**src/rtl/mul_div_unit_pkg.sv**
```systemverilog
// Shared constants and types for the iterative multiply/divide unit.
package mul_div_unit_pkg;

  localparam int unsigned CTL_W = 4;

  localparam logic [CTL_W-1:0] ALU_CTL_ADD = 4'h2;
  localparam logic [CTL_W-1:0] ALU_CTL_MUL = 4'hA;
  localparam logic [CTL_W-1:0] ALU_CTL_DIV = 4'hB;

  localparam logic [1:0] MDU_IDLE  = 2'd0;
  localparam logic [1:0] MDU_CALC  = 2'd1;
  localparam logic [1:0] MDU_FIXUP = 2'd2;
  localparam logic [1:0] MDU_DONE  = 2'd3;

  typedef enum logic {
    MDU_OP_MUL = 1'b0,
    MDU_OP_DIV = 1'b1
  } mdu_op_e;

  // Operation latched at acceptance together with its result sign fixups.
  typedef struct packed {
    mdu_op_e op;
    logic    neg_res;
    logic    neg_rem;
  } mdu_ctl_t;

  function automatic logic mdu_ctl_legal(input logic [CTL_W-1:0] ctl);
    return (ctl == ALU_CTL_MUL) || (ctl == ALU_CTL_DIV);
  endfunction

endpackage

```
**src/rtl/mul_div_unit_if.sv**
```systemverilog
// Issue-side request and result handshake of the multiply/divide unit.
interface mul_div_unit_if
  import mul_div_unit_pkg::*;
#(
  parameter int unsigned WIDTH = 32
) ();

  logic             Start_i;
  logic [CTL_W-1:0] ALUCtl_i;
  logic [WIDTH-1:0] Op1_i;
  logic [WIDTH-1:0] Op2_i;
  logic             Busy_o;
  logic             Done_o;
  logic [WIDTH-1:0] Res_o;
  logic [WIDTH-1:0] Rem_o;
  logic             DivZero_o;

  modport master (
    output Start_i, ALUCtl_i, Op1_i, Op2_i,
    input  Busy_o, Done_o, Res_o, Rem_o, DivZero_o
  );

  modport slave (
    input  Start_i, ALUCtl_i, Op1_i, Op2_i,
    output Busy_o, Done_o, Res_o, Rem_o, DivZero_o
  );

endinterface

```
**src/rtl/mul_div_unit_negate.sv**
```systemverilog
// Conditional two's-complement negator used for magnitudes and sign fixup.
module mdu_negate #(
  parameter int unsigned W = 32
) (
  input  logic [W-1:0] i_val,
  input  logic         i_neg,
  output logic [W-1:0] o_val_c
);

  assign o_val_c = i_neg ? W'(~i_val + W'(1)) : i_val;

endmodule

```
**src/rtl/mul_div_unit.sv**
```systemverilog
// Iterative signed multiply (shift-add) / divide (restoring) engine,
// one bit per cycle, with a start/busy/done handshake toward the EX stage.
module mul_div_unit
  import mul_div_unit_pkg::*;
#(
  parameter int unsigned WIDTH = 32
) (
  input  logic           clk_i,
  input  logic           rst_i,
  mul_div_unit_if.slave  bus
);

  localparam int unsigned CNT_W = $clog2(WIDTH) + 1;
  localparam int unsigned W2    = 2 * WIDTH;

  logic [1:0]       r_state;
  logic [1:0]       w_state_nxt;
  logic [CNT_W-1:0] r_cnt;
  mdu_ctl_t         r_ctl;
  logic [W2-1:0]    r_acc;
  logic [WIDTH:0]   r_prem;
  logic [WIDTH-1:0] r_opb;
  logic             r_busy;
  logic             r_done;
  logic [WIDTH-1:0] r_res;
  logic [WIDTH-1:0] r_rem;
  logic             r_dz;

  logic             w_accept;
  logic             w_is_div;
  logic             w_dz;
  logic             w_s1;
  logic             w_s2;
  logic             w_last;
  logic [WIDTH-1:0] w_abs1;
  logic [WIDTH-1:0] w_abs2;
  logic [WIDTH-1:0] w_addend;
  logic [WIDTH:0]   w_mul_sum;
  logic [WIDTH+1:0] w_shift;
  logic [WIDTH+1:0] w_diff;
  logic             w_qbit;
  logic [W2-1:0]    w_prod_fix;
  logic [WIDTH-1:0] w_rem_fix;

  assign w_s1     = bus.Op1_i[WIDTH-1];
  assign w_s2     = bus.Op2_i[WIDTH-1];
  assign w_is_div = (bus.ALUCtl_i == ALU_CTL_DIV);
  assign w_dz     = w_is_div && (bus.Op2_i == '0);
  assign w_accept = (r_state == MDU_IDLE) && bus.Start_i && mdu_ctl_legal(bus.ALUCtl_i);
  assign w_last   = (r_cnt == CNT_W'(WIDTH - 1));

  mdu_negate #(.W(WIDTH)) u_abs1 (.i_val(bus.Op1_i), .i_neg(w_s1), .o_val_c(w_abs1));
  mdu_negate #(.W(WIDTH)) u_abs2 (.i_val(bus.Op2_i), .i_neg(w_s2), .o_val_c(w_abs2));

  // DIV keeps the quotient in r_acc's low half with a zero upper half,
  // so negating the full accumulator also yields the signed quotient.
  mdu_negate #(.W(W2)) u_neg_prod (.i_val(r_acc), .i_neg(r_ctl.neg_res), .o_val_c(w_prod_fix));
  mdu_negate #(.W(WIDTH)) u_neg_rem (.i_val(r_prem[WIDTH-1:0]), .i_neg(r_ctl.neg_rem),
                                     .o_val_c(w_rem_fix));

  // Shift-add step: multiplier sits in r_acc's low half and shifts out as the product forms.
  assign w_addend  = r_acc[0] ? r_opb : {WIDTH{1'b0}};
  assign w_mul_sum = {1'b0, r_acc[W2-1:WIDTH]} + {1'b0, w_addend};

  // Restoring step: trial-subtract divisor from the shifted partial remainder.
  assign w_shift = {r_prem, r_acc[WIDTH-1]};
  assign w_diff  = w_shift - {2'b00, r_opb};
  assign w_qbit  = ~w_diff[WIDTH+1];

  always_ff @(posedge clk_i) begin
    if (!rst_i) r_state <= MDU_IDLE;
    else        r_state <= w_state_nxt;
  end

  always_comb begin
    w_state_nxt = r_state;
    case (r_state)
      MDU_IDLE:  if (w_accept) w_state_nxt = w_dz ? MDU_DONE : MDU_CALC;
      MDU_CALC:  if (w_last) w_state_nxt = MDU_FIXUP;
      MDU_FIXUP: w_state_nxt = MDU_DONE;
      MDU_DONE:  w_state_nxt = MDU_IDLE;
      default:   w_state_nxt = MDU_IDLE;
    endcase
  end

  always_ff @(posedge clk_i) begin
    if (!rst_i) begin
      r_cnt  <= '0;
      r_ctl  <= '{op: MDU_OP_MUL, neg_res: 1'b0, neg_rem: 1'b0};
      r_acc  <= '0;
      r_prem <= '0;
      r_opb  <= '0;
      r_busy <= 1'b0;
      r_done <= 1'b0;
      r_res  <= '0;
      r_rem  <= '0;
      r_dz   <= 1'b0;
    end else begin
      r_busy <= (w_state_nxt != MDU_IDLE);
      r_done <= (w_state_nxt == MDU_DONE);
      case (r_state)
        MDU_IDLE: begin
          if (w_accept) begin
            r_ctl  <= '{op:      w_is_div ? MDU_OP_DIV : MDU_OP_MUL,
                        neg_res: w_s1 ^ w_s2,
                        neg_rem: w_is_div & w_s1};
            r_cnt  <= '0;
            r_prem <= '0;
            r_acc  <= {{WIDTH{1'b0}}, (w_is_div ? w_abs1 : w_abs2)};
            r_opb  <= w_is_div ? w_abs2 : w_abs1;
            r_dz   <= w_dz;
            if (w_dz) begin
              r_res <= '1;
              r_rem <= bus.Op1_i;
            end
          end
        end
        MDU_CALC: begin
          r_cnt <= r_cnt + CNT_W'(1);
          if (r_ctl.op == MDU_OP_MUL) begin
            r_acc <= {w_mul_sum, r_acc[WIDTH-1:1]};
          end else begin
            r_acc  <= {r_acc[W2-1:WIDTH], r_acc[WIDTH-2:0], w_qbit};
            r_prem <= w_qbit ? w_diff[WIDTH:0] : w_shift[WIDTH:0];
          end
        end
        MDU_FIXUP: begin
          r_res <= w_prod_fix[WIDTH-1:0];
          r_rem <= (r_ctl.op == MDU_OP_MUL) ? w_prod_fix[W2-1:WIDTH] : w_rem_fix;
        end
        default: ;
      endcase
    end
  end

  assign bus.Busy_o    = r_busy;
  assign bus.Done_o    = r_done;
  assign bus.Res_o     = r_res;
  assign bus.Rem_o     = r_rem;
  assign bus.DivZero_o = r_dz;

endmodule

```
**src/flat_wrapper.sv**
```systemverilog
// flat-port wrapper written by rule: the top's interface ports become plain ports
module mul_div_unit_flat import mul_div_unit_pkg::*;
#(
  parameter int unsigned WIDTH = 32
)
  (clk_i, rst_i, bus_Start_i, bus_ALUCtl_i, bus_Op1_i, bus_Op2_i, bus_Busy_o, bus_Done_o, bus_Res_o, bus_Rem_o, bus_DivZero_o);
  mul_div_unit_if #(.WIDTH(WIDTH)) bus_i ();
  input  logic clk_i;
  input  logic rst_i;
  input wire logic [$bits(bus_i.Start_i)-1:0] bus_Start_i;
  input wire logic [$bits(bus_i.ALUCtl_i)-1:0] bus_ALUCtl_i;
  input wire logic [$bits(bus_i.Op1_i)-1:0] bus_Op1_i;
  input wire logic [$bits(bus_i.Op2_i)-1:0] bus_Op2_i;
  output wire logic [$bits(bus_i.Busy_o)-1:0] bus_Busy_o;
  output wire logic [$bits(bus_i.Done_o)-1:0] bus_Done_o;
  output wire logic [$bits(bus_i.Res_o)-1:0] bus_Res_o;
  output wire logic [$bits(bus_i.Rem_o)-1:0] bus_Rem_o;
  output wire logic [$bits(bus_i.DivZero_o)-1:0] bus_DivZero_o;
  assign bus_i.Start_i = bus_Start_i;
  assign bus_i.ALUCtl_i = bus_ALUCtl_i;
  assign bus_i.Op1_i = bus_Op1_i;
  assign bus_i.Op2_i = bus_Op2_i;
  assign bus_Busy_o = bus_i.Busy_o;
  assign bus_Done_o = bus_i.Done_o;
  assign bus_Res_o = bus_i.Res_o;
  assign bus_Rem_o = bus_i.Rem_o;
  assign bus_DivZero_o = bus_i.DivZero_o;
  mul_div_unit #(.WIDTH(WIDTH)) u_core (.clk_i(clk_i), .rst_i(rst_i), .bus(bus_i));
endmodule
```
**config.mk**
```make
export PLATFORM = sky130hd
export DESIGN_NAME = mul_div_unit_flat
export DESIGN_NICKNAME = d
export VERILOG_FILES = /design/src/rtl/mul_div_unit_pkg.sv /design/src/rtl/mul_div_unit_if.sv /design/src/rtl/mul_div_unit_negate.sv /design/src/rtl/mul_div_unit.sv /design/src/flat_wrapper.sv
export SDC_FILE = /design/constraint.sdc
export NUM_CORES = 1
export LEC_CHECK = 0
export BUFFER_PORTS_ARGS = -buffer_cell sky130_fd_sc_hd__buf_4
export CORE_MARGIN = 2
export CORE_UTILIZATION = 60
export CTS_BUF_LIST = sky130_fd_sc_hd__clkbuf_4 sky130_fd_sc_hd__clkbuf_8
export DETAILED_ROUTE_END_ITERATION = 8
export GPL_ROUTABILITY_DRIVEN = 0
export PLACE_DENSITY_LB_ADDON = 0.15
export SYNTH_ARGS = -nofsm -noshare
export SYNTH_HDL_FRONTEND = slang
export SYNTH_HIERARCHICAL = 1
export SYNTH_SLANG_ARGS = --single-unit
```
**constraint.sdc**
```tcl
create_clock -name clk_i -period 3.5 [get_ports clk_i]
set_input_delay 1.05 -clock clk_i [delete_from_list [all_inputs] [get_ports clk_i]]
set_output_delay 1.05 -clock clk_i [all_outputs]
set_load 0.005 [all_outputs]
```
==> Yosys cells after proc, flatten, opt, wreduce, memory -nomap -nowiden <==
Index checks and enable logic that the tools add are counted.
{ "word_totals": {"register_bits": 207, "latchBits": 0, "ramBits": 0, "mem_bits_ro": 0, "in_bits": 71, "elab_cells": 81, "memories": 0} }
{ "classes": {"add_sub_neg": 7, "mul": 0, "div_mod_pow": 0, "n_lt_le_gt_ge": 0, "eq_ne": 11, "shift": 0, "n_mux": 28, "bitwise_logic": 7, "reduce_logical": 14} }
{ "op_table": {"columns": ["operator", "count"], "rows": [
  ["2-to-1 mux 32 bit", 11],
  ["2-to-1 mux 64 bit", 3],
  ["case mux 32 bit (2 select lines)", 2],
  ["case mux 64 bit (2 select lines)", 1],
  ["2-to-1 mux 33 bit", 3],
  ["adder 32 x 1 -> 32 bit, second input constant", 3],
  ["NOT 32 bit", 3],
  ["case mux 33 bit (2 select lines)", 1],
  ["adder 64 x 1 -> 64 bit, second input constant", 1],
  ["NOT 64 bit", 1],
  ["subtractor 34 x 32 -> 34 bit", 1],
  ["adder 32 x 32 -> 33 bit", 1],
  ["zero test 32 bit", 1],
  ["case mux 6 bit (2 select lines)", 1],
  ["AND reduction 3 bit", 3],
  ["== test 4 bit, second input constant", 2],
  ["case mux 2 bit (4 select lines)", 1],
  ["adder 6 x 1 -> 6 bit, second input constant", 1],
  ["== test 2 bit, second input constant", 3],
  ["== test 6 x 5 -> 1 bit, second input constant", 1],
  ["2-to-1 mux 2 bit", 3],
  ["2-to-1 mux 6 bit", 1],
  ["!= test 2 x 1 -> 1 bit, second input constant", 3],
  ["nonzero test 2 bit", 3],
  ["10 further kinds", 13]
]} }

==> Depth between registers and ports, before layout <==
{ "logic_depth": {"ltp_word": 6, "ltp_mapped": 15, "mapped_depth_nobuf": 13} }

==> Hierarchy <==
The synthesis kept the hierarchy.
{ "modules_own_cells": {"columns": ["mod", "n_inst", "cells_per_inst", "area_each_um2"], "rows": [
  ["mul_div_unit", 1, 1626, 13210.2],
  ["mdu_negate at u_core.u_abs1 ...", 3, 99, 777.0],
  ["mdu_negate at u_core.u_neg_prod", 1, 206, 1649.1]
]} }

==> Worst setup path after synthesis <==
No wires, ideal clock.
{ "synth_timing": {"kind": "reg-to-reg", "from": "reg u_core.r_acc[0]", "to": "reg u_core.r_acc[62]", "arrival_ps": 3027, "setup_slack_ps": 346, "stages_incl_launch_ff": 14, "path_buffers": 1, "cell_sequence": "dfxtp_1 -> clkbuf_1 -> nand2_1 -> inv_1 -> ha_1 -> a211oi_2 -> nor3_1 -> or4_4 -> nand2_2 -> a21oi_2 -> a221o_1 -> a2111oi_4 -> xor2_1 -> o21ai_1"} }
{ "synth_between": {"elab_chain_len": 4} }
{ "synth_rtl": {"columns": ["element", "line_no", "rtl"], "rows": [
  ["start: declaration", "mul_div_unit.sv:20", "logic [W2-1:0] r_acc;"],
  ["start signal: assignment", "mul_div_unit.sv:109", "r_acc <= {{WIDTH{1'b0}}, (w_is_div ? w_abs1 : w_abs2)};"],
  ["start signal: assignment", "mul_div_unit.sv:121", "r_acc <= {w_mul_sum, r_acc[WIDTH-1:1]};"],
  ["start signal: assignment", "mul_div_unit.sv:123", "r_acc <= {r_acc[W2-1:WIDTH], r_acc[WIDTH-2:0], w_qbit};"],
  ["2-to-1 mux 32 bit", "mul_div_unit.sv:62", "assign w_addend = r_acc[0] ? r_opb : {WIDTH{1'b0}};"],
  ["adder 32 x 32 -> 33 bit", "mul_div_unit.sv:63", "assign w_mul_sum = {1'b0, r_acc[W2-1:WIDTH]} + {1'b0, w_addend};"],
  ["2-to-1 mux 64 bit", "mul_div_unit.sv:120", "if (r_ctl.op == MDU_OP_MUL) begin"],
  ["case mux 64 bit (2 select lines)", "mul_div_unit.sv:101", "case (r_state)"]
]} }
No other way between the ends. The select of a mux whose other input is x is not followed.
A chain may end at the register's enable or synchronous reset.

==> Worst setup path in the final report <==
{ "layout_timing": {"from": "reg u_core.r_acc[0]", "to": "reg u_core.r_acc[63]"} }
Same word-level chain as after synthesis.

==> run_results.csv <==
group,metric,value,unit
power,sw_frac_of_total,31.9,%
worst_setup_path,crit_start,"u_core/r_acc[0]$_SDFFE_PN0P_",
timing,finalCriticalPeriod,3.20,ns
worst_setup_path,crit_family,"compound AO/OA/AOI/OAI gates",
final_layout,multi_input_area,12300,µm²
power,clockPowerShare,40.1,%
clock_tree,htree_levels,2,
worst_setup_path,r2r_slack,0.30,ns
place,pre_cts_ws,0.264,ns
run,cap_violations,0,
worst_setup_path,required,3.94,ns
worst_setup_path,slowest_stage,"a2111oi_0",
worst_setup_path,cp.arrival,3.64,ns
clock_tree,clockBufferDepth,3,
detailed_routing,ant_nets,0,
final_layout,ff_latch_area,4150,µm²
timing,finClkSkew,0.0362,ns
final_layout,syn2layout_area_growth,14.1,%
worst_setup_path,worst_path_most_repeated_cell,"o21ai_1",
power,power.share.sequential,38.6,%
logic_synthesis,synth_enable_flop_cells,0,
clock_tree,post_cts_buffers,0,
worst_setup_path,critical_path_buf_inv_count,2,
floorplanning,pin_count,138,
final_layout,finish.utilization,70.0,%
worst_setup_path,start_kind,"flip-flop",
worst_hold_path,min_path_type,"flip-flop to flip-flop",
detailed_routing,num_vias,17000,
clock_tree,cts_tree,"yes",
clock_tree,clkLatencyLatePin,0.58,ns
timing,setup-tns-final,0,ns
timing,final_max_slew_viol_count,0,
logic_synthesis,avgSynthCellArea,8.07,µm²
logic_synthesis,yosys.area.top_type_share,24.1,%
run_status,status,"completed",
worst_setup_path,path_max_fanout,22,
worst_setup_path,path_cells,"buf_12, buf_4, and2_1, ha_1, a2111oi_0, o21ai_1, a41oi_1, or2_2, nand3_1, a211o_1, or3_1, a31oi_1, o21ai_1",
floorplanning,fp.dieW,173,µm
power,p_total,6.37,mW
detailed_routing,drt_iter0_drc,1909,
clock_tree,cts_inserted_buffers,38,
final_layout,drive_gt1_share,15.9,%
clock_tree,holdBufCountCts,0,
timing,rsz0062_at_grt,"false",
logic_synthesis,synth_seq_cells,207,
floorplanning,die_area,30000,µm²
global_routing,grt_usage,35.6,%
floorplanning,core_area,28000,µm²
global_routing,grt_max_degree,147,
logic_synthesis,synth_cell_types,81,
power,vdd_ir_drop_max,0.329,mV
timing,fmax,312,MHz
logic_synthesis,syn_area,17200,µm²
final_layout,nNetsFinal,2382,
timing,fin_crit_sh,91.5,%
floorplanning,start_util,61.4,%
timing,setup_viol,0,
clock_tree,root_buffer,"clkbuf_8",
final_layout,n_fill_cell,2277,
worst_setup_path,slowest_delay,0.39,ns
timing,setup_slack,0.298,ns
clock_tree,cts-resized-gates,0,
logic_synthesis,synth_ff_type,"dfxtp_1",
power,p_leak,8.81,nW
logic_synthesis,synth_largest_area_cell,"dfxtp_1",
detailed_routing,wl_per_cell,21.0,µm
worst_setup_path,worstSetupPathType,"flip-flop to flip-flop",
global_routing,antenna_found_initial,4,
worst_setup_path,path_depth,13,
place,dp_hpwl,41.7,mm
power,comb_power_share,21.3,%
detailed_routing,wl,55.6,mm
logic_synthesis,syn-num-nets,2271,
global_routing,grt_pass1_vias,15800,
worst_setup_path,r2r_start,"u_core/r_acc[0]$_SDFFE_PN0P_",
power,p_sw,2.03,mW
timing,slew_headroom,18.6,%
worst_setup_path,reg2reg_depth,13,
logic_synthesis,async_flop_share,0,%
floorplanning,std_cell_rows,61,
worst_setup_path,endpoint_kind,"flip-flop",
floorplanning,die_h,173,µm
detailed_routing,vias_per_cell,6.43,
global_routing,globalRouteOverflowTotal,0,
power,p_per_area,325,nW/µm²
logic_synthesis,yosysMostFrequentCell,"nand2_1",
detailed_routing,drcViolationCount,0,
clock_tree,clock_sinks,207,
timing,worst_pin_slew,1.22,ns
logic_synthesis,ys_seq_area_share,24.1,%
logic_synthesis,ys_top_cells_by_count,"nand2_1 (294), dfxtp_1 (207), mux2i_1 (183)",
timing,hold_viol_final,0,
logic_synthesis,synth_top_cells_by_area,"dfxtp_1 (24%), mux2i_1 (11%), xnor2_1 (9.1%), nand2_1 (6.4%), ha_1 (5.0%)",
clock_tree,path_clk_slew,0.06,ns
place,port_buffers,137,
logic_synthesis,synth_cells,2129,
power,internal_power,4.34,mW
worst_setup_path,critPathCapture,"u_core/r_acc[63]$_SDFFE_PN0P_",
worst_setup_path,r2r-end,"u_core/r_acc[63]$_SDFFE_PN0P_",
detailed_routing,first_pass_iters,6,
global_routing,grt_pass1_wl,86.7,mm
logic_synthesis,yosys_warnings,6,
==> through the flow <==
| step | instance area [µm²] | std cells | hold WS [ns] |
|---|---|---|---|
| floorplan | 17200 | 2129 | 0.446 |
| global placement | 18800 | 2578 | 0.464 |
| detailed placement | 18800 | 2578 | 0.476 |
| CTS | 19600 | 2647 | 0.490 |
| global route | 19600 | 2647 | 0.517 |
| finish | 19600 | 2649 | 0.489 |
==> area by class of cell <==
cell class                      count  area share [%]
Sequential cell                   207            21.1
Clock buffer                       61            3.93
Clock inverter                      8           0.376
Timing Repair Buffer              205            8.23
Multi-Input combinational cell   1730            62.8
Antenna cell                        2          0.0255
Tap cell                          378            2.41
Inverter                           58            1.11
==> worst min path at each step <==
stage	start	to	slack [ns]	cells past startpoint
finish	u_core/r_cnt[3]$_SDFFE_PN0P_	u_core/r_cnt[3]$_SDFFE_PN0P_	0.49	1
detailed placement	u_core/r_cnt[3]$_SDFFE_PN0P_	u_core/r_cnt[3]$_SDFFE_PN0P_	0.48	1
CTS	u_core/r_cnt[3]$_SDFFE_PN0P_	u_core/r_cnt[3]$_SDFFE_PN0P_	0.49	1
global placement	u_core/r_prem[32]$_SDFFE_PN0P_	u_core/r_prem[32]$_SDFFE_PN0P_	0.46	2
floorplan	u_core/r_prem[32]$_SDFFE_PN0P_	u_core/r_prem[32]$_SDFFE_PN0P_	0.45	2
global route	u_core/bus.Res_o[4]$_SDFFE_PN0P_	u_core/bus.Res_o[4]$_SDFFE_PN0P_	0.52	2
==> power by group through the flow <==
stage | Clock [mW] | Combinational, mW | Sequential [mW]
after global routing | 2.69 | 1.44 | 2.46
after detailed placement | 0 | 1.32 | 2.51
final | 2.55 | 1.36 | 2.46
after global placement | 0 | 1.30 | 2.51
after floorplan | 0 | 0.895 | 2.48
after CTS | 2.59 | 1.33 | 2.46
==> registers in the layout, summed over array words and instances, names as in the netlist <==
| name | count |
|---|---|
| u_core/bus.Busy_o | 1 |
| u_core/r_opb | 32 |
| u_core/r_cnt | 6 |
| u_core/r_acc | 64 |
| u_core/bus.Rem_o | 32 |
| u_core/bus.Res_o | 32 |
| u_core/bus.DivZero_o | 1 |
| u_core/r_ctl | 3 |
| u_core/r_state | 2 |
| u_core/r_prem | 33 |
| u_core/bus.Done_o | 1 |
==> metal layers <==
metal | up-vias | GRT usage [%] | routed length [µm]
li1 | 7935 | - | -
met1 | 8034 | 47.8 | 22800
met2 | 899 | 56.0 | 24500
met3 | 155 | 5.92 | 5590
met4 | 4 | 16.8 | 2630
met5 | - | 0 | 26
==> cells by family after synthesis <==
family / after synthesis / share of synthesized area (%)
AO/OA/AOI/OAI: 510 / 21.1
XOR/XNOR: 206 / 10.5
adder cells (fa/ha/maj): 71 / 5.26
buffers and inverters: 192 / 4.52
flip-flops: 207 / 24.1
multiplexers: 183 / 10.7
AND/OR/NAND/NOR: 760 / 23.8
==> layout by cell type (no fill, tap or decap), types with 17 or more instances in the layout <==
cell / Yosys / routed
a21o_1: 28 / 28
a21oi_1: 61 / 60
and2_1: 45 / 45
and3_1: 71 / 71
buf_4: 5 / 199
clkbuf_8: 0 / 50
dfxtp_1: 207 / 205
ha_1: 69 / 69
inv_1: 58 / 58
mux2i_1: 183 / 183
nand2_1: 294 / 294
nand2b_1: 30 / 29
nand3_1: 40 / 39
nand4_1: 23 / 23
nor2_1: 78 / 78
nor3_1: 50 / 49
nor4_1: 17 / 17
o211a_1: 34 / 34
o211ai_1: 38 / 38
o21ai_0: 123 / 123
o21ai_1: 50 / 50
o31ai_1: 50 / 50
o41ai_1: 24 / 24
or3_1: 18 / 18
xnor2_1: 179 / 179
xor2_1: 27 / 27
Note: power is estimated with default switching activity, not from simulation.
